$ cat src/rtl/useq_address.sv
// Microsequencer address register: picks next control-store address (inc/jump/decode/cond/call/return/hold).
// Latency: new address registered one cycle after the sequencing type is presented.
// Backpressure: USEQ_Stall_In freezes address, return stack, level and sticky errors.
module useq_address #(
  parameter int DATAWIDTH_CSADDRESS = 11,
  parameter int DATAWIDTH_OPS       = 8,
  parameter int DATAWIDTH_FLAGS     = 8,
  parameter int DATAWIDTH_CSEL      = 3,
  parameter int STACK_DEPTH         = 4
) (
  input  logic                                 USEQ_CLOCK_50,
  input  logic                                 USEQ_ResetInHigh_In,
  input  logic [2:0]                           USEQ_Tipo_InBus,
  input  logic [DATAWIDTH_CSADDRESS-1:0]       USEQ_JumpAddress_InBus,
  input  logic [DATAWIDTH_OPS-1:0]             USEQ_DecodeOp_InBus,
  input  logic [DATAWIDTH_FLAGS-1:0]           USEQ_Flags_InBus,
  input  logic [DATAWIDTH_CSEL-1:0]            USEQ_CondSel_InBus,
  input  logic                                 USEQ_CondInvert_In,
  input  logic                                 USEQ_Stall_In,
  input  logic                                 USEQ_ErrClear_In,
  output logic [DATAWIDTH_CSADDRESS-1:0]       USEQ_CSAddress_OutBus,
  output logic [$clog2(STACK_DEPTH+1)-1:0]     USEQ_StackLevel_OutBus,
  output logic                                 USEQ_Overflow_Out,
  output logic                                 USEQ_Underflow_Out
);

  localparam int CSW     = DATAWIDTH_CSADDRESS;
  localparam int LVLW    = $clog2(STACK_DEPTH + 1);
  localparam int IDXW    = (STACK_DEPTH > 1) ? $clog2(STACK_DEPTH) : 1;
  localparam int DEC_PAD = DATAWIDTH_OPS - 3;
  localparam logic [LVLW-1:0] LVL_FULL = LVLW'(STACK_DEPTH);

  // Sequencing types carried in the microword
  typedef enum logic [2:0] {
    SEQ_NEXT   = 3'b000,
    SEQ_JUMP   = 3'b001,
    SEQ_DECODE = 3'b010,
    SEQ_CJUMP  = 3'b011,
    SEQ_CALL   = 3'b100,
    SEQ_RETURN = 3'b101,
    SEQ_CCALL  = 3'b110,
    SEQ_HOLD   = 3'b111
  } seq_t;

  logic [CSW-1:0]  addr_q, addr_d;
  logic [CSW-1:0]  inc_addr;
  logic [CSW-1:0]  dec_addr;
  logic [CSW-1:0]  stack_top;
  logic [LVLW-1:0] level_q, level_d;
  logic            ovf_q, ovf_d;
  logic            unf_q, unf_d;
  logic            cond_flag;
  logic            cond;
  logic            do_call;
  logic            push_en;
  logic            ovf_set;
  logic            unf_set;
  logic            stack_full;
  logic            stack_empty;
  logic [IDXW-1:0] wr_idx;
  logic [IDXW-1:0] rd_idx;
  seq_t            tipo;

  // Return addresses; contents survive reset, only the level is cleared
  logic [CSW-1:0]  stack_mem [STACK_DEPTH];

  assign tipo        = seq_t'(USEQ_Tipo_InBus);
  assign inc_addr    = addr_q + 1'b1;
  assign stack_full  = (level_q == LVL_FULL);
  assign stack_empty = (level_q == '0);
  assign wr_idx      = IDXW'(level_q);
  assign rd_idx      = IDXW'(level_q - 1'b1);
  assign stack_top   = stack_mem[rd_idx];

  // Flag selection; indices past the flag bus read as zero before inversion
  always_comb begin
    cond_flag = 1'b0;
    if (int'(USEQ_CondSel_InBus) < DATAWIDTH_FLAGS) begin
      cond_flag = USEQ_Flags_InBus[USEQ_CondSel_InBus];
    end
    cond = cond_flag ^ USEQ_CondInvert_In;
  end

  // Opcode map: top two opcode bits zero selects a 32-word spaced table, else 4-word spaced
  always_comb begin
    if (USEQ_DecodeOp_InBus[DATAWIDTH_OPS-1 -: 2] == 2'b00) begin
      dec_addr = {1'b1, USEQ_DecodeOp_InBus[DATAWIDTH_OPS-1 -: 5], {DEC_PAD{1'b0}}};
    end else begin
      dec_addr = {1'b1, USEQ_DecodeOp_InBus, 2'b00};
    end
  end

  // Next address, stack level and error-set decisions for this cycle
  always_comb begin
    addr_d  = addr_q;
    level_d = level_q;
    do_call = 1'b0;
    push_en = 1'b0;
    ovf_set = 1'b0;
    unf_set = 1'b0;

    case (tipo)
      SEQ_NEXT:   addr_d = inc_addr;
      SEQ_JUMP:   addr_d = USEQ_JumpAddress_InBus;
      SEQ_DECODE: addr_d = dec_addr;
      SEQ_CJUMP:  addr_d = cond ? USEQ_JumpAddress_InBus : inc_addr;
      SEQ_CALL:   do_call = 1'b1;
      SEQ_RETURN: begin
        if (stack_empty) begin
          // Nothing to return to: fall through and flag it
          addr_d  = inc_addr;
          unf_set = 1'b1;
        end else begin
          addr_d  = stack_top;
          level_d = level_q - 1'b1;
        end
      end
      SEQ_CCALL: begin
        if (cond) begin
          do_call = 1'b1;
        end else begin
          addr_d = inc_addr;
        end
      end
      SEQ_HOLD:   addr_d = addr_q;
      default:    addr_d = addr_q;
    endcase

    // The jump of a call is always taken; only the push is lost when full
    if (do_call) begin
      addr_d = USEQ_JumpAddress_InBus;
      if (stack_full) begin
        ovf_set = 1'b1;
      end else begin
        push_en = 1'b1;
        level_d = level_q + 1'b1;
      end
    end

    // A new error in the same cycle beats a clear request
    ovf_d = ovf_set | (ovf_q & ~USEQ_ErrClear_In);
    unf_d = unf_set | (unf_q & ~USEQ_ErrClear_In);
  end

  // Address, level and sticky error registers with reset over stall
  always_ff @(posedge USEQ_CLOCK_50) begin
    if (USEQ_ResetInHigh_In) begin
      addr_q  <= '0;
      level_q <= '0;
      ovf_q   <= 1'b0;
      unf_q   <= 1'b0;
    end else if (!USEQ_Stall_In) begin
      addr_q  <= addr_d;
      level_q <= level_d;
      ovf_q   <= ovf_d;
      unf_q   <= unf_d;
    end
  end

  // Return-address push of the caller's successor
  always_ff @(posedge USEQ_CLOCK_50) begin
    if (!USEQ_ResetInHigh_In && !USEQ_Stall_In && push_en) begin
      stack_mem[wr_idx] <= inc_addr;
    end
  end

  assign USEQ_CSAddress_OutBus  = addr_q;
  assign USEQ_StackLevel_OutBus = level_q;
  assign USEQ_Overflow_Out      = ovf_q;
  assign USEQ_Underflow_Out     = unf_q;

endmodule
$ cat config.mk
export PLATFORM = sky130hd
export DESIGN_NAME = useq_address
export DESIGN_NICKNAME = d
export VERILOG_FILES = /design/src/rtl/useq_address.sv
export SDC_FILE = /design/constraint.sdc
export NUM_CORES = 1
export LEC_CHECK = 0
export CORE_MARGIN = 2
export CORE_UTILIZATION = 55
export DETAILED_ROUTE_END_ITERATION = 8
export PLACE_DENSITY = 0.81
export SLEW_MARGIN = 20
export SYNTH_ARGS = -nofsm -noshare
export SYNTH_HDL_FRONTEND = slang
export SYNTH_SLANG_ARGS = --single-unit
$ cat constraint.sdc
create_clock -name USEQ_CLOCK_50 -period 3.15 [get_ports USEQ_CLOCK_50]
set_input_delay 0.7875 -clock USEQ_CLOCK_50 [delete_from_list [all_inputs] [get_ports USEQ_CLOCK_50]]
set_output_delay 0.7875 -clock USEQ_CLOCK_50 [all_outputs]
set_load 0.05 [all_outputs]
==> results <==
worst max-delay path: stages:
cell and delay [ps]:
clkdlybuf4s50_1 590, mux2_4 340, a2bb2oi_4 190, a21bo_4 230, a31oi_4 160, and3_1 260
and2_1 190, buf_4 160
final cells by class:
| type | count | share of cell area |
|---|---|---|
| Tap cell | 77 | 0.02099 |
| Sequential cell | 60 | 0.3577 |
| Timing Repair Buffer | 78 | 0.1565 |
| Inverter | 4 | 0.003272 |
| Multi-Input combinational cell | 252 | 0.4144 |
| Clock inverter | 6 | 0.01936 |
| Clock buffer | 10 | 0.02781 |
metrics by stage:
stage	util	TNS, ps
6_report	0.7187	0
5_1_grt	0.7187	0
4_1_cts	0.7187	0
3_5_place_dp	0.6848	-1012
3_3_place_gp	0.6848	0
2_1_floorplan	-	0
flip-flops by register name, indices dropped and copies added (netlist names):
signal	cells
USEQ_CSAddress_OutBus	11
USEQ_Overflow_Out	1
USEQ_StackLevel_OutBus	3
USEQ_Underflow_Out	1
stack_mem	44
layer usage:
| layer | vias to the layer above | GRT usage | routed length, um | share of wire |
|---|---|---|---|---|
| li1 | 1461 | - | - | - |
| met1 | 1542 | 0.3797 | 4046 | 0.41 |
| met2 | 211 | 0.4581 | 4792 | 0.48 |
| met3 | 32 | 0.06160 | 886 | 0.089 |
| met4 | 0 | 0.1039 | 247 | 0.025 |
| met5 | - | 0 | 0 | 0 |
power breakdown:
part	total, mW	leakage [nW]	internal (mW)	switching, mW
logic	0.468	1.01	0.197	0.271
clock network	0.752	0.102	0.445	0.307
registers	0.906	0.532	0.877	0.0284
total	2.13	1.65	1.52	0.606
cell families (layout without fill, tap and decap cells):
group / after synthesis / in the layout / share of synthesized area
DFF: 60 / 60 / 0.4478
adders and majority gates: 6 / 6 / 0.02048
xor gates and xnor gates: 8 / 8 / 0.01911
buffers and inverters: 25 / 98 / 0.03345
and+or+nand+nor: 119 / 119 / 0.1717
AOI/OAI and AO/OA: 103 / 103 / 0.2246
muxes: 16 / 16 / 0.08293
final timing paths:
kind                                   end  slack [ps]  depth (start not counted)
hold / removal          USEQ_Underflow_Out         500                          2
hold reg to reg         USEQ_Underflow_Out         500                          2
setup reg to reg  USEQ_CSAddress_OutBus[0]         410                          7
setup / recovery           stack_mem[3][7]         300                          8
layout by cell type, fill, tap and decap left out, types with 8 or more instances in the layout:
cell	instances
nand2b_1	10
nand2_1	21
edfxtp_1	44
mux4_2	11
dfxtp_1	16
o21ai_0	11
a21oi_1	19
buf_4	25
nand3_1	8
nor2_1	30
clkdlybuf4s50_1	53
and2_1	12
clkbuf_8	9
==> out/qor.yml <==
status:
  status: "finished, final reports clean"
clock_network:
  cts-root-buf: "clkbuf_8"
  clk_latency_ps: 340
  h-tree-depth: 3
  cts_sinks: 60
  clk_path_buf_depth: 2
  ctsResizeCount: 0
  post-cts-setup-buffer-count: 0
  cts_tree: "built"
  hold_buffers: 0
  cts-buffers-inserted: 9
  clk_pin_slew_ps: 70
finish:
  nFillCells: 456
  area_delta_synth_final_pct: 25.19
  seq_area_um2: 1642
  fin_cells: 487
  multi_input_area_um2: 1902
  drive_gt1_frac: 0.1585
  fin_area_um2: 4589
  fin_nets: 449
  antenna_cells: 0
yosys:
  yosys-top-cells-count: "edfxtp_1, nor2_1, nand2_1, a21oi_1, dfxtp_1"
  synthDominantCellAreaShare: 0.3604
  syn_area_um2: 3666
  synth-seq-cells: 60
  synth_most_common_cell: "edfxtp_1"
  synth-async-reset-ratio: 0
  avgSynthCellArea_um2: 10.88
  ys_warn_count: 0
  synthTopCellsByArea: "edfxtp_1, dfxtp_1, mux4_2"
  synth_fp_nets: 381
  yosysUniqueCellTypes: 64
  yosysSeqAreaShare: 0.4478
  netlist_instances: 337
  synth-edff-count: 44
  synth-main-ff-cell: "edfxtp_1"
  yosys.area.top_type: "edfxtp_1"
worst_setup_path:
  endpoint_kind: "flop"
  crit_start: "USEQ_CondSel_InBus[0]"
  cp.arrival_ps: 2900
  cp.required_ps: 3210
  critical_path.max_fanout: 6
  cp-start-kind: "input port"
  r2r_start: "USEQ_StackLevel_OutBus[1]"
  crit_type: "input port to flop"
detailed_routing:
  via_per_inst: 6.665
  drt-initial-drc-count: 312
  drtAntennaViolNets: 0
  drc_errors: 0
  drt_pass1_iterations: 6
  wirelength_um: 9972
  vias: 3246
  wl_per_cell_um: 20.48
grt:
  grt_pass1_vias: 3022
  antenna_found_initial: 0
  grt_use_total: 0.2839
  grt_max_degree: 22
  grt_pass1_wl_um: 15820
  globalRouteOverflowTotal: 0
place:
  io_buffers: 53
  place.gp.congestion: 0.9364
  dp_hpwl_um: 7376
  postPlaceCellArea_um2: 4373
  place_ws_ps: -40.51
  dp_cells: 471
timing:
  drv_slew: 0
  worst_slack_ps: 304.3
  min_period_ps: 2846
  final-hold-violation-count: 0
  grt_setup_unrepaired: "false"
  fmax_mhz: 351.4
  relSlewSlack: 0.5187
  whs_ps: 497.7
  finalSetupViolations: 0
  tightest_slew_ps: 716.8
  finClkSkew_ps: 7.542
  finalCritPeriodShare: 0.9034
worst_hold_path:
  hold_start: "USEQ_Underflow_Out"
  worst_hold_path_type: "flop to flop"
power_and_ir_drop:
  max-vdd-ir-drop_v: 0.0003883
  total_power_mw: 2.126
  power_per_cell_area_nw_per_um2: 463.2
  p_leak_nw: 1.645
die:
  start_util: 0.5741
  core_um2: 6386
  fp.dieW_um: 85.64
  row_count: 29
  die_h_um: 85.64
  dieArea_um2: 7334
  io_pins: 54
job:
  drv_cap: 0
No activity file was read; power rests on OpenSTA's default activity.
